===== src/rtl/serial_add_ctrl.sv =====
// serial_add_ctrl: bit-serial adder/subtractor.
// One shared 1-bit full-adder cell is stepped over WIDTH cycles, LSB first,
// under a start/busy/done handshake. Subtraction is A + ~B + 1.
module serial_add_ctrl #(
  parameter int WIDTH = 8
) (
  input  logic             clk_i,
  input  logic             rst_n_i,
  input  logic             start_i,
  input  logic [WIDTH-1:0] a_i,
  input  logic [WIDTH-1:0] b_i,
  input  logic             cin_i,
  input  logic             sub_i,
  output logic             busy_o,
  output logic             done_o,
  output logic [WIDTH-1:0] sum_o,
  output logic             cout_o,
  output logic             ovf_o
);

  localparam int CntW = (WIDTH > 1) ? $clog2(WIDTH) : 1;
  localparam logic [CntW-1:0] LastCnt = CntW'(WIDTH - 1);

  typedef enum logic [1:0] {
    StIdle = 2'd0,
    StRun  = 2'd1,
    StDone = 2'd2
  } state_t;

  state_t           state_q;
  logic [WIDTH-1:0] opA_q;
  logic [WIDTH-1:0] opB_q;
  logic [WIDTH-1:0] sum_q;
  logic [CntW-1:0]  cnt_q;
  logic             carry_q;
  logic             busy_q;
  logic             done_q;
  logic             cout_q;
  logic             ovf_q;

  logic             bitX;
  logic             bitY;
  logic             bitSum;
  logic             carry_d;
  logic [WIDTH-1:0] sum_d;
  logic             lastBit;

  // The single full-adder cell working on operand bit cnt_q, plus the shifted partial sum.
  always_comb begin
    bitX    = opA_q[cnt_q];
    bitY    = opB_q[cnt_q];
    bitSum  = bitX ^ bitY ^ carry_q;
    carry_d = (bitX & bitY) | (bitX & carry_q) | (bitY & carry_q);
    sum_d   = {bitSum, sum_q[WIDTH-1:1]};
    lastBit = (cnt_q == LastCnt);
  end

  // Controller FSM: accepts a request in idle, walks the bits, then pulses done for one cycle.
  always_ff @(posedge clk_i) begin
    if (!rst_n_i) begin
      state_q <= StIdle;
      opA_q   <= '0;
      opB_q   <= '0;
      sum_q   <= '0;
      cnt_q   <= '0;
      carry_q <= 1'b0;
      busy_q  <= 1'b0;
      done_q  <= 1'b0;
      cout_q  <= 1'b0;
      ovf_q   <= 1'b0;
    end else begin
      case (state_q)
        StIdle: begin
          done_q <= 1'b0;
          if (start_i) begin
            opA_q   <= a_i;
            opB_q   <= sub_i ? ~b_i : b_i;
            carry_q <= sub_i ? 1'b1 : cin_i;
            cnt_q   <= '0;
            busy_q  <= 1'b1;
            state_q <= StRun;
          end
        end
        StRun: begin
          sum_q   <= sum_d;
          carry_q <= carry_d;
          if (lastBit) begin
            cout_q  <= carry_d;
            ovf_q   <= carry_q ^ carry_d;
            busy_q  <= 1'b0;
            done_q  <= 1'b1;
            state_q <= StDone;
          end else begin
            cnt_q <= cnt_q + 1'b1;
          end
        end
        StDone: begin
          done_q  <= 1'b0;
          state_q <= StIdle;
        end
        default: begin
          busy_q  <= 1'b0;
          done_q  <= 1'b0;
          state_q <= StIdle;
        end
      endcase
    end
  end

  assign busy_o = busy_q;
  assign done_o = done_q;
  assign sum_o  = sum_q;
  assign cout_o = cout_q;
  assign ovf_o  = ovf_q;

endmodule


===== config.mk =====
export PLATFORM = sky130hd
export DESIGN_NAME = serial_add_ctrl
export DESIGN_NICKNAME = d
export VERILOG_FILES = /design/src/rtl/serial_add_ctrl.sv
export SDC_FILE = /design/constraint.sdc
export NUM_CORES = 1
export LEC_CHECK = 0
export CAP_MARGIN = 10
export CORE_ASPECT_RATIO = 1.1
export CORE_UTILIZATION = 40
export CTS_BUF_LIST = sky130_fd_sc_hd__clkbuf_2
export CTS_CLUSTER_SIZE = 40
export DETAILED_ROUTE_END_ITERATION = 16
export PLACE_DENSITY = 0.72
export SLEW_MARGIN = 5
export SYNTH_ARGS = -nofsm -noshare
export SYNTH_HDL_FRONTEND = slang
export SYNTH_SLANG_ARGS = --single-unit
export TNS_END_PERCENT = 50

===== constraint.sdc =====
create_clock -name clk_i -period 5.57 [get_ports clk_i]
set_input_delay 1.114 -clock clk_i [delete_from_list [all_inputs] [get_ports clk_i]]
set_output_delay 1.114 -clock clk_i [all_outputs]
set_load 0.005 [all_outputs]

After elaboration in Yosys (flattened, before gate mapping)
Index checks and enable logic that the tools add are counted.
{ "totals": {"output_inout_bits": 12, "regBits": 34, "word_cells": 54, "input_bits": 21} }
{ "classes": {"order_cmp": 1, "eq_ne": 6, "reduce_logical": 9, "n_mux": 17, "n_addsub": 1, "bitwise": 10} }
{ "ops": {"columns": ["op", "n"], "rows": [
  ["AND reduction 2 bit", 5],
  ["2-to-1 mux 8 bit", 1],
  ["NOT 8 bit", 1],
  ["binary-select mux 1 bit (select 3 bit)", 2],
  ["2-to-1 mux 1 bit", 6],
  ["2-to-1 mux 3 bit", 2],
  ["inequality test 2 bit, second input constant", 3],
  ["one-hot mux 3 bit (2 select lines)", 1],
  ["AND reduction 3 bit", 2],
  ["< comparator 3 x 4 -> 1 bit, second input constant", 1],
  ["2-to-1 mux 2 bit", 2],
  ["one-hot mux 2 bit (2 select lines)", 1],
  ["adder 3 x 1 -> 3 bit, second input constant", 1],
  ["bitwise AND 1 bit", 3],
  ["equality test 3 bit, second input constant", 1],
  ["one-hot mux 1 bit (3 select lines)", 1],
  ["XOR 1 bit", 3],
  ["equality test 2 x 1 -> 1 bit, second input constant", 1],
  ["equality test 2 bit, second input constant", 1],
  ["zero test 2 bit", 1],
  ["bitwise OR 1 bit", 2],
  ["one-hot mux 1 bit (2 select lines)", 1],
  ["nonzero test 2 bit", 1],
  ["NOT 1 bit", 1]
]} }

Logic depth before layout (Yosys ltp)
{ "depth": {"word_depth": 6, "depth_mapped": 7, "ltp_nobuf": 6} }

Worst setup path after synthesis
OpenSTA, ideal clock, no wires.
{ "synth_path": {"path_kind": "input to register", "from": "input port rst_n_i", "to": "register busy_q (netlist: busy_o)", "t_arrival_ns": 1.808, "t_required_ns": 5.438, "setup_ns": 0.132, "stages": 5, "path_buffers": 3, "setup_slack_ns": 3.629, "path_cell_list": "buf_2 inv_2 buf_2 buf_1 a21oi_1"} }
{ "synth_lines": {"columns": ["item", "line", "rtl"], "rows": [
  ["start: declaration", "8", "input logic rst_n_i,"],
  ["end signal: assignment", "67", "busy_q <= 1'b0;"],
  ["end signal: assignment", "80", "busy_q <= 1'b1;"],
  ["end signal: assignment", "90", "busy_q <= 1'b0;"],
  ["end: declaration", "36", "logic busy_q;"]
]} }
No word-level cell between the ends.

Worst setup path in the final report
{ "layout_path": {"from": "input port start_i", "to": "register opB_q[6]"} }
{ "layout_via": {"elab_chain_cells": 1} }
{ "layout_rtl": {"columns": ["item", "line", "rtl"], "rows": [
  ["start: declaration", "9", "input logic start_i,"],
  ["AND reduction 2 bit (no line)", null, null],
  ["end signal: assignment", "77", "opB_q <= sub_i ? ~b_i : b_i;"],
  ["end: declaration", "32", "logic [WIDTH-1:0] opB_q;"]
]} }
Every way passes these cells.
A chain may end at the register's enable or synchronous reset.

==> run_results.csv <==
group,metric,value,unit
logic_synthesis,ys_seq_area_share,45.0,%
worst_setup_path,r2r_cells,4,
global_route,top_usage_layer,"met2",
clocking,clk_pin_slew_worst_paths,0.15,ns
job,drv_cap,0,
logic_synthesis,yosysUniqueCellTypes,34,
cells_and_area,final_cells,241,
cells_and_area,drive_gt1_share,8.38,%
global_route,grtUsageMet2,26.4,%
floorplan,rows,23,
worst_setup_path,max_stage_delay,0.71,ns
clocking,hold_buffers,0,
worst_setup_path,worst_setup_path_end_kind,"flip-flop",
power_and_ir_drop,pwr-share-comb,16.2,%
timing,fmax,415,MHz
power_and_ir_drop,powerDensity,236,nW/um2
power_and_ir_drop,p_switching,0.000114,W
placement,postPlaceCellArea,1840,um2
power_and_ir_drop,seq_power_share,59.9,%
logic_synthesis,synth_fa_ha_area_share,2.98,%
worst_setup_path,required,5.85,ns
detailed_routing,wl,2.79,mm
global_route,use_met3,4.27,%
floorplan,io_pins,33,
logic_synthesis,netlist_instances,163,
timing,worst_clock_skew,0.00815,ns
global_route,antenna_found_initial,0,
cells_and_area,most-common-layout-cells,"34 x dfxtp_1, 33 x nand2_1, 32 x clkdlybuf4s50_1, 18 x a21oi_1, 10 x nor2_1",
power_and_ir_drop,power,0.000441,W
placement,gp_congestion,0.758,
hold_path,whs_path_depth,2,
global_route,grt_pass1_vias,1148,
clocking,cts-buffers-inserted,5,
logic_synthesis,synth_top_family_by_area,"simple AND/OR/NAND/NOR gates",
cells_and_area,final_core_util,51.6,%
floorplan,coreArea,3630,um2
detailed_routing,wl_per_cell,11.6,um
detailed_routing,first_pass_iters,4,
global_route,grt_pass1_wl,4.71,mm
power_and_ir_drop,p_int,0.000327,W
cells_and_area,design_area,1870,um2
timing,tightest_slew,0.816,ns
timing,relSlewSlack,45.6,%
logic_synthesis,synth-xor-area-share,5.21,%
logic_synthesis,yosys.area_share.simple,18.2,%
power_and_ir_drop,clkPwrFrac,23.9,%
global_route,grtUsageMet1,17.8,%
cells_and_area,fillers,361,
logic_synthesis,postSynthAreaPerCell,9.28,um2
floorplan,die_h,66.5,um
timing,fin_crit,2.41,ns
floorplan,dieArea,4030,um2
timing,setup_viol,0,
placement,dp_hpwl,2.04,mm
placement,numPortBuffers,32,
status,status,"finished, final reports clean",
worst_setup_path,path_cells,"clkdlybuf4s50_1, nor3b_4, nor2_1, a211oi_1",
detailed_routing,drt_iter0_drc,24,
worst_setup_path,crit_slowest_cell,"nor3b_4",
worst_setup_path,critPathMaxFanout,24,
worst_setup_path,crit_type,"in2reg",
placement,placed_cells,234,
clocking,cts.sinks,34,
clocking,clk_path_buf_depth,2,
clocking,cts_tree,"built",
global_route,grt_use_total,15.8,%
hold_path,hold_class,"reg2reg",
logic_synthesis,synth_compound_area_share,13.9,%
worst_setup_path,arrival,2.70,ns
clocking,post_cts_buffers,0,
cells_and_area,final_common_cell,"dfxtp_1",
clocking,clk_latency,0.36,ns
clocking,cts_resized,0,
timing,final.setup.tns,0,ns
cells_and_area,area_delta_synth_final,23.7,%
detailed_routing,vias,1194,
timing,rsz0062_at_grt,"false",
logic_synthesis,yosysWarnings,0,
worst_setup_path,r2r_slack,3.54,ns
detailed_routing,vias_per_cell,4.95,
clocking,cts.root.buffer_cell,"clkbuf_2",
detailed_routing,drc_errors,0,
floorplan,die_w,60.6,um
timing,slew_violations,0,
global_route,globalRouteOverflowTotal,0,
power_and_ir_drop,ir_drop,125,uV
global_route,grt_max_degree,31,
power_and_ir_drop,swShare,25.8,%
floorplan,floorplan.initialDensity,41.7,%
detailed_routing,antenna_left,0,
timing,fin_crit_sh,43.3,%
power_and_ir_drop,power_leakage,0.659,nW
logic_synthesis,synth_mux_area_share,10.0,%
worst_setup_path,startpoint_type,"primary input",
logic_synthesis,netlist_area,1510,um2
timing,hold_violations,0,
clocking,htreeDepth,2,
logic_synthesis,synth_nets,187,
cells_and_area,n_antenna_cell,0,
cells_and_area,fin_nets,215,
logic_synthesis,ys_ff_latch,34,
[Yosys cell counts, drive strengths merged]
| cell | number | share of area (%) |
|---|---|---|
| mux4 | 4 | 6.0 |
| dfxtp | 34 | 45 |
| xnor2 | 9 | 5.2 |
| and3 | 1 | 0.41 |
| nand2b | 6 | 2.5 |
| mux2i | 5 | 3.3 |
| o21bai | 1 | 0.50 |
| a311oi | 1 | 0.58 |
| fa | 1 | 1.3 |
| o21ai | 1 | 0.33 |
| clkbuf | 2 | 0.50 |
| a211oi | 9 | 4.5 |
| inv | 3 | 0.74 |
| a2bb2oi | 1 | 0.58 |
| a21o | 1 | 0.50 |
| nor3 | 1 | 0.33 |
| a21oi | 19 | 6.5 |
| nand3 | 3 | 0.99 |
| o22ai | 1 | 0.41 |
| and2 | 1 | 0.41 |
| or3 | 1 | 0.41 |
| nor2 | 10 | 2.5 |
| nand2 | 33 | 8.2 |
| buf | 9 | 3.5 |
| mux2 | 1 | 0.74 |
| and2b | 1 | 0.66 |
| nor3b | 1 | 1.2 |
| or3b | 1 | 0.58 |
| ha | 2 | 1.7 |
[through the flow]
step	hold slack [ns]	setup WS, ns
finish	0.472	3.16
CTS	0.474	3.15
global route	0.490	3.03
floorplan	0.433	3.63
global placement	0.442	2.86
detailed placement	0.453	2.76
[registers in the layout (all words and copies together), names as in the netlist]
signal / count
state_q: 2
sum_o: 8
cnt_q: 3
carry_q: 1
ovf_o: 1
opA_q: 8
cout_o: 1
opB_q: 8
busy_o: 1
done_o: 1
[cell families (layout without fill, tap and decap cells)]
logic type,Yosys count,count (layout)
AND/OR/NAND/NOR,59,59
flip-flops,34,34
buffers and inverters,14,42
multiplexers,10,10
XOR/XNOR,9,9
adder cells (fa/ha/maj),3,3
AO/OA/AOI/OAI,34,34
[layer usage]
layer	up-vias	share of wire [%]	wire (um)
li1	611	-	-
met1	549	43	1190
met2	26	50	1400
met3	8	4.6	127
met4	0	2.5	71
met5	-	0	0
[final timing paths]
path | to | startpoint
max | opB_q[6] | start_i
min | opA_q[1] | opA_q[1]
max reg2reg | sum_o[7] | cnt_q[1]
min reg2reg | opA_q[1] | opA_q[1]
[area by class of cell]
cell class	count	area (um2)	share of cell area, %
clock buffers	7	35.0	1.87
flip-flops and latches	34	681	36.4
repair buffers	32	320	17.1
well taps	50	62.6	3.34
multi-input cells	115	761	40.7
inverters	3	11.3	0.602
[power groups by stage]
stage	sequential (W)	combinational, W	clock [W]
global placement	0.000269	0.0000696	0
CTS	0.000265	0.0000721	0.000110
global route	0.000266	0.0000788	0.000120
detailed placement	0.000270	0.0000719	0
finish	0.000264	0.0000713	0.000105
floorplan	0.000268	0.0000491	0
[worst max-delay path, delay by kind of cell]
kind                   cells  cell delay [ns]
AO/OA/AOI/OAI              1             0.24
AND/OR/NAND/NOR            2             0.81
buffers and inverters      1             0.52
(Power assumes the default switching activity.)
